**src/rtl/adder.sv**
```systemverilog
`default_nettype none
// +----------------------------------------------------------------------------+
// | Module      : adder                                                        |
// | Description : Unsigned WIDTH-bit adder with carry-in/carry-out. Carries   |
// |               are looked ahead inside GROUP-bit groups and rippled between |
// |               groups. Combinational sum/cout/ovf plus a registered copy.  |
// | Revision    : 1.0  initial release                                         |
// +----------------------------------------------------------------------------+
module adder #(
  parameter int WIDTH = 4,
  parameter int GROUP = 4
) (
  input  logic             clk,
  input  logic             rst,
  input  logic [WIDTH-1:0] in1,
  input  logic [WIDTH-1:0] in2,
  input  logic             cin,
  output logic [WIDTH-1:0] sum,
  output logic             cout,
  output logic             ovf,
  output logic [WIDTH-1:0] sum_q,
  output logic             cout_q,
  output logic             ovf_q
);

  // Number of lookahead groups; the last one may hold fewer than GROUP bits.
  localparam int c_ngrp = (WIDTH + GROUP - 1) / GROUP;

  logic [WIDTH-1:0]  w_g;   // per-bit generate
  logic [WIDTH-1:0]  w_p;   // per-bit propagate
  logic [WIDTH-1:0]  w_c;   // carry into each bit position
  logic [c_ngrp-1:0] w_gg;  // group generate
  logic [c_ngrp-1:0] w_gp;  // group propagate
  logic [c_ngrp:0]   w_cg;  // carry into each group; last entry is cout

  assign w_g = in1 & in2;
  assign w_p = in1 ^ in2;

  for (genvar gi = 0; gi < c_ngrp; gi++) begin : g_grp
    localparam int c_lo = gi * GROUP;
    localparam int c_n  = ((c_lo + GROUP) > WIDTH) ? (WIDTH - c_lo) : GROUP;

    // Entry k holds the generate/propagate prefix of the group's lowest k bits;
    // entry c_n therefore is the whole-group generate/propagate.
    for (genvar k = 0; k <= c_n; k++) begin : g_pref
      logic w_gen;
      logic w_prop;

      // Prefix generate/propagate over bits c_lo .. c_lo+k-1, independent of any carry
      always_comb begin
        w_gen  = 1'b0;
        w_prop = 1'b1;
        for (int j = 0; j < k; j++) begin
          w_gen  = w_g[c_lo+j] | (w_p[c_lo+j] & w_gen);
          w_prop = w_prop & w_p[c_lo+j];
        end
      end

      if (k < c_n) begin : g_bitc
        // Each bit's carry is taken straight from the group carry-in.
        assign w_c[c_lo+k] = w_gen | (w_prop & w_cg[gi]);
      end else begin : g_grpgp
        assign w_gg[gi] = w_gen;
        assign w_gp[gi] = w_prop;
      end
    end
  end

  // Group carries ripple from cin through each group's generate/propagate
  always_comb begin
    w_cg[0] = cin;
    for (int gi = 0; gi < c_ngrp; gi++) begin
      w_cg[gi+1] = w_gg[gi] | (w_gp[gi] & w_cg[gi]);
    end
  end

  assign sum  = w_p ^ w_c;
  assign cout = w_cg[c_ngrp];
  // Signed overflow: carry into the MSB disagrees with carry out of it.
  assign ovf  = w_c[WIDTH-1] ^ w_cg[c_ngrp];

  logic [WIDTH-1:0] r_sum_q;
  logic             r_cout_q;
  logic             r_ovf_q;

  // One-cycle registered copy of the combinational result, cleared asynchronously
  always_ff @(posedge clk or posedge rst) begin
    if (rst) begin
      r_sum_q  <= '0;
      r_cout_q <= 1'b0;
      r_ovf_q  <= 1'b0;
    end else begin
      r_sum_q  <= sum;
      r_cout_q <= cout;
      r_ovf_q  <= ovf;
    end
  end

  assign sum_q  = r_sum_q;
  assign cout_q = r_cout_q;
  assign ovf_q  = r_ovf_q;

endmodule
`default_nettype wire

```
**config.mk**
```make
export PLATFORM = sky130hd
export DESIGN_NAME = adder
export DESIGN_NICKNAME = d
export VERILOG_FILES = /design/src/rtl/adder.sv
export SDC_FILE = /design/constraint.sdc
export NUM_CORES = 1
export LEC_CHECK = 0
export CAP_MARGIN = 20
export CORE_AREA = 2 2 39 41
export CTS_BUF_LIST = sky130_fd_sc_hd__clkbuf_8
export DETAILED_ROUTE_END_ITERATION = 12
export DIE_AREA = 0 0 41 43
export GPL_TIMING_DRIVEN = 0
export PLACE_DENSITY = 0.59
export SLEW_MARGIN = 20
export SYNTH_ARGS = -nofsm -noshare
export SYNTH_HDL_FRONTEND = slang
export SYNTH_SLANG_ARGS = --single-unit
```
**constraint.sdc**
```tcl
create_clock -name clk -period 2.92 [get_ports clk]
set_clock_uncertainty 0.2 [all_clocks]
set_input_delay 0.584 -clock clk [delete_from_list [all_inputs] [get_ports clk]]
set_output_delay 0.584 -clock clk [all_outputs]
set_load 0.01 [all_outputs]
```
# == Word level (Yosys, flattened, before mapping) ==
# Index checks and enable logic that the tools add are counted.
# totals
regBits,6
latchBits,0
ramBits,0
rom_bits,0
input_bits,11
out_inout_bits,12
word_cells,24
memories,0
# classes
n_addsub,0
mul,0
div,0
magnitude_cmp,0
eq_ne,0
shift,0
mux,0
bitwise_logic,21
n_reduce_logical,0
# ops
op,count
bitwise AND 1 bit,10
XOR 4 bit,2
OR 1 bit,7
bitwise AND 4 bit,1
XOR 1 bit,1

# == Logic depth before layout (Yosys ltp) ==
# Gate-level depths: netlist of run 1.
# depth
word_depth,9
depth_mapped,4
mapped_depth_nobuf,4

# == Least setup slack after synthesis of run 1 ==
# No wires, ideal clock.
# synth_timing
kind,input -> output
startpoint,input in1[2]
endpoint,output ovf
arrival_ns,1.672
required_time_ns,2.136
slack_ns,0.464
stages,4
path_buffers,0
path_cell_list,ha_1 -> a21o_1 -> a31oi_2 -> mux2_1
# synth_between
elab_chain_cells,7
word_cells_on_any_way,13
cone_classes,bitwise (13)
# synth_lines
item,line,text
start: declaration,15,"input logic [WIDTH-1:0] in1,"
XOR 4 bit,37,assign w_p = in1 ^ in2;
bitwise AND 1 bit,54,w_gen = w_g[c_lo+j] | (w_p[c_lo+j] & w_gen);
OR 1 bit,54,
bitwise AND 1 bit,54,
OR 1 bit,54,
OR 1 bit,73,w_cg[gi+1] = w_gg[gi] | (w_gp[gi] & w_cg[gi]);
XOR 1 bit (*),80,assign ovf = w_c[WIDTH-1] ^ w_cg[c_ngrp];
end: declaration,20,"output logic ovf,"
# Every way passes the cells marked *; elsewhere a longest branch is shown, timed or not.

# == Worst setup path after layout of run 1 ==
# layout_timing
startpoint,input in1[1]
endpoint,output ovf
# layout_between
elab_chain_cells,9
word_cells_on_any_way,16
cone_classes,bitwise (16)
# layout_lines
item,line
XOR 4 bit,37
bitwise AND 1 bit,54
OR 1 bit,54
bitwise AND 1 bit,54
OR 1 bit,54
bitwise AND 1 bit,54
OR 1 bit,54
OR 1 bit,73
XOR 1 bit (*),80
# Marked as above.

==> results of run 1 <==
[state kept, by name (all words and copies together) (netlist names)]
signal and count:
ovf_q 1, cout_q 1, sum_q 4
[cells in the mapped netlist]
cell type,count
mux2_1,1
a21o_1,2
inv_1,6
fa_1,1
dfrtp_1,6
a31oi_2,1
xnor2_1,3
nor2_1,1
ha_1,4
a21oi_1,1
o21bai_1,1
[kinds of logic after synthesis]
| family | share of synthesized area |
|---|---|
| multiplexers | 0.0347 |
| flip-flops | 0.463 |
| AND/OR/NAND/NOR | 0.0116 |
| adder cells (fa/ha/maj) | 0.216 |
| buffers and inverters | 0.0695 |
| XOR/XNOR | 0.0811 |
| AO/OA/AOI/OAI | 0.124 |
[area by class of cell]
cell class                      instances  area (µm²)  area share
Sequential cell                         6         150       0.242
Inverter                                6        22.5      0.0363
Timing Repair Buffer                   22         210       0.339
Clock buffer                            3        41.3      0.0665
Tap cell                               16        20.0      0.0323
Multi-Input combinational cell         15         176       0.284
[what timing repair did]
item | CTS | global route
endpoints found under the setup margin | 6 | 5
pin swaps | 2 | 2
gates resized for setup | 19 | 2
[per-layer routing]
layer | routed length, µm | part of all wire | vias up
met5 | 0 | 0 | -
met4 | 21 | 0.032 | 0
met3 | 74 | 0.11 | 2
met2 | 333 | 0.51 | 17
met1 | 224 | 0.34 | 127
li1 | - | - | 136
[per-stage QoR]
stage | total power, mW | setup TNS, ns
after floorplan | 0.150 | 0
after global placement | 0.222 | -1.68
after detailed placement | 0.224 | -1.77
after CTS | 0.345 | -0.0110
after global routing | 0.360 | 0
final | 0.338 | 0
[report_power, final]
part | switching, mW | internal (mW) | total [mW]
clock | 0.0328 | 0.0883 | 0.121
sequential | 0.00290 | 0.0973 | 0.100
combinational | 0.0499 | 0.0672 | 0.117
[worst paths after layout]
path                       startpoint       end  slack (ns)  depth (start not counted)
hold / removal                    rst  sum_q[3]        0.37                          2
min in group clk               in2[2]  sum_q[2]        0.60                          3
setup / recovery               in1[1]       ovf        0.08                          6
max in group asynchronous         rst  sum_q[0]        1.97                          2
==> impl_metrics.toml, run 1 <==
[global_routing]
gr-usage-met3 = 0.0366
grt_first_pass_wirelength_um = 1040
gr-max-usage-layer = "met2"
grt_usage = 0.0966
met2_usage = 0.144
grt_max_degree = 7
grt_overflow = 0
grt_use_met1 = 0.0906
grt_pass1_vias = 253
antenna_found_initial = 0

[timing]
hold_viol = 0
setup_violations = 0
maxSlewViolCount = 0
whs_ns = 0.375
fmax_mhz = 352
relSlewSlack = 0.859
worstMarginPinSlew_ns = 0.211
post-route-period-util = 0.973
layout_setup_ws_ns = 0.0785
grt_setup_unrepaired = "no"
fin_crit_ns = 2.84

[yosys]
ys_types = 11
yosys-top-cells-area = "dfrtp_1 (46%), ha_1 (15%), xnor2_1 (8.1%)"
syn_avg_cell_area_um2 = 12.0
synth_top_area_cell = "dfrtp_1"
yosysWarnings = 0
ys_ff_latch = 6
syn_nets = 43
syn_inst = 27
yosysSeqAreaShare = 0.463
syn_area_um2 = 324
synth_top_area_share = 0.463

[placement]
dp.final_hpwl_um = 526
dp.cells = 65
place_area_um2 = 564
numPortBuffers = 22
dp_worst_setup_slack_ns = -0.507
place.gp.congestion = 0.637

[finish]
layout-area-overhead-vs-synth_pct = 91.5
drive_above_1_share = 0.173
layout_common_cells = "clkdlybuf4s50_1 (12), inv_1 (6), dfrtp_1 (6), dlygate4sd2_1 (5)"
final_common_cell = "clkdlybuf4s50_1"
nets = 70
fillers = 149
final_core_util = 0.448
final_cell_area_um2 = 621
fin_cells = 68
n_antenna_cell = 0

[setup_path]
slowest_delay_ns = 0.41
slowest_stage = "clkdlybuf4s50_1"
crit_buf_inv = 2
required_ns = 2.14
critPathKind = "primary input to output port"
crit_family = "buffers and inverters"
cp_data_arrival_time_ns = 2.06
cp-end-kind = "output port"
critPathLaunchType = "primary input"
cp_max_fo = 3
path_cells = "clkdlybuf4s50_1 > ha_1 > a21o_1 > a31oi_4 > mux2_4 > buf_2"

[cts]
cts_sinks = 6
cts_buffers = 3
path_clk_slew_ns = 0.03
cts_tree = "yes"
h-tree-depth = 1
post-cts-setup-buffers = 0
hold_buffers = 0
clockRootBuffer = "clkbuf_8"
clockBufferDepth = 2

[power_and_ir_drop]
power_density_mw_per_mm2 = 545
peakVddDrop_v = 0.000119
p_leak_nw = 0.316

[die]
core-area_mm2 = 0.00138
die_h_um = 43
die_w_um = 41
row_count = 14
initial_core_util = 0.234
die_area_mm2 = 0.00176
io_pins = 23

[outcome]
status = "complete, no violations"

[routing]
drtIter0Drc = 0
vias_per_cell = 4.15
num_vias = 282
wl_per_cell_um = 9.62
routed_wl_um = 654
drc = 0
postRouteAntennaNets = 0
first_pass_iters = 1

[run]
drv_cap = 0

[min_path]
hold_class = "primary input to async pin"
Power figures use the tool's default switching activity.
==> run 2, diff against run 1 <==
GPL_TIMING_DRIVEN = default   (was 0)
==> run 2 against run 1 <==
  * Clock power about the same
  * Worst hold slack gained 0.0053 ns
  * Final cell count rose by 5.9%
  * Count of clock-buffer cells in the layout unchanged
  * Worst setup slack better by 0.041 ns
  * Total power up 3.7%
  * Core utilization up 4.1 points
  * Wire length is 1.2% higher
  * Global-route usage shrank 0.30 points
  * Flip-flop and latch count unchanged
  * Critical path type unchanged
  * Highest routed layer is now met3
==> impl_metrics.toml, run 2 (synthesis gave the netlist of run 1 again) <==
[routing]
drt-met1-wl_um = 239
drc = 0
first_pass_iters = 1
route.met2.wl_um = 348
wl_met3_um = 74
wl_per_cell_um = 9.19
num_vias = 281
drtIter0Drc = 0
vias_per_cell = 3.90
postRouteAntennaNets = 0
top_layer_used = "met3"
routed_wl_um = 662

[finish]
final_cell_area_um2 = 677
layout-area-overhead-vs-synth_pct = 109
final_common_cell = "clkdlybuf4s50_1"
n_antenna_cell = 0
nets = 74
layout_common_cells = "clkdlybuf4s50_1 (12), inv_1 (6), dfrtp_1 (6), dlymetal6s2s_1 (4)"
drive_above_1_share = 0.286
final_core_util = 0.489
largest_register_ffs = 4

[cts]
path_clk_slew_ns = 0.03
cts_tree = "yes"
clockRootBuffer = "clkbuf_8"
cts_buffers = 3
clockBufferDepth = 2
cts_sinks = 6
h-tree-depth = 1
hold_buffers = 0
post-cts-setup-buffers = 0

[setup_path]
critPathLaunchType = "primary input"
crit_family = "buffers and inverters"
crit_buf_inv = 2
slowest_delay_ns = 0.41
path_cells = "clkdlybuf4s50_1 > ha_1 > a21o_1 > a31oi_4 > mux2_4 > buf_2"
critPathKind = "primary input to output port"
required_ns = 2.14
slowest_stage = "clkdlybuf4s50_1"
cp-end-kind = "output port"
cp_max_fo = 2
cp_data_arrival_time_ns = 2.02

[placement]
numPortBuffers = 22
dp_worst_setup_slack_ns = -0.435
place.gp.congestion = 0.636
dp.final_hpwl_um = 569
place_area_um2 = 594

[power_and_ir_drop]
power_density_mw_per_mm2 = 519
comb_power_share = 0.376
p_switching_mw = 0.0878
p_sw_frac = 0.250
intPower_mw = 0.263
peakVddDrop_v = 0.000159
seqPwrFrac = 0.287
power_frac_clock = 0.337
p_leak_nw = 0.360

[die]
row_count = 14
die_h_um = 43
die_w_um = 41
io_pins = 23
core-area_mm2 = 0.00138
die_area_mm2 = 0.00176
initial_core_util = 0.234

[run]
drv_cap = 0

[timing]
layout_setup_ws_ns = 0.119
worstMarginPinSlew_ns = 0.214
relSlewSlack = 0.857
fin_tns_setup_ns = 0
setup_violations = 0
grt_setup_unrepaired = "no"
maxSlewViolCount = 0
post-route-period-util = 0.959
fmax_mhz = 357
hold_viol = 0
fin_crit_ns = 2.80

[global_routing]
grt_usage = 0.0936
grt_first_pass_wirelength_um = 1060
antenna_found_initial = 0
grt_overflow = 0
grt_pass1_vias = 262
grt_max_degree = 7

[outcome]
status = "complete, no violations"

[min_path]
hold_class = "primary input to async pin"
## run 2: cell count changes in the layout (fill, tap and decap cells not counted), sizes merged
cell          delta
buf              +4
dlymetal6s2s     +2
dlygate4sd2      -3
clkbuf           +1
## run 2: cell type report
type	count	area, µm²
fillers	144	707
flip-flops and latches	6	150
inverters	6	22.5
repair buffers	26	248
multi-input cells	15	195
clock buffers	3	41.3
well taps	16	20.0
## run 2: worst paths after layout
check,start,endpoint,slack (ns),depth (start not counted)
worst max-delay path,in1[1],ovf,0.12,6
worst min-delay path,rst,sum_q[3],0.38,2
max in group asynchronous,rst,cout_q,1.96,2
min in group clk,in2[0],sum_q[0],0.62,4
## run 2: what timing repair did
action,4_1_cts,5_1_grt
pin swaps,2,4
endpoints found under the setup margin,6,5
resized for setup,18,8
## run 2: power by group through the flow
stage	Combinational [mW]	Sequential, mW	Clock, mW
final	0.132	0.101	0.118
after global routing	0.146	0.102	0.128
after CTS	0.130	0.101	0.123
after detailed placement	0.132	0.102	0
after global placement	0.131	0.101	0
after floorplan	0.0406	0.110	0
## run 2: metrics by stage
step / hold slack [ns] / instances / total power [mW]
2_1_floorplan: 0.175 / 27 / 0.150
3_3_place_gp: 0.612 / 69 / 0.232
3_5_place_dp: 0.605 / 69 / 0.234
4_1_cts: 0.381 / 72 / 0.354
5_1_grt: 0.392 / 72 / 0.376
6_report: 0.380 / 72 / 0.351
## run 2: metal layers
| layer | track usage | up-vias |
|---|---|---|
| met3 | 0.0524 | 0 |
| met5 | 0 | - |
| li1 | - | 144 |
| met4 | 0.0600 | 0 |
| met1 | 0.0906 | 122 |
| met2 | 0.144 | 15 |
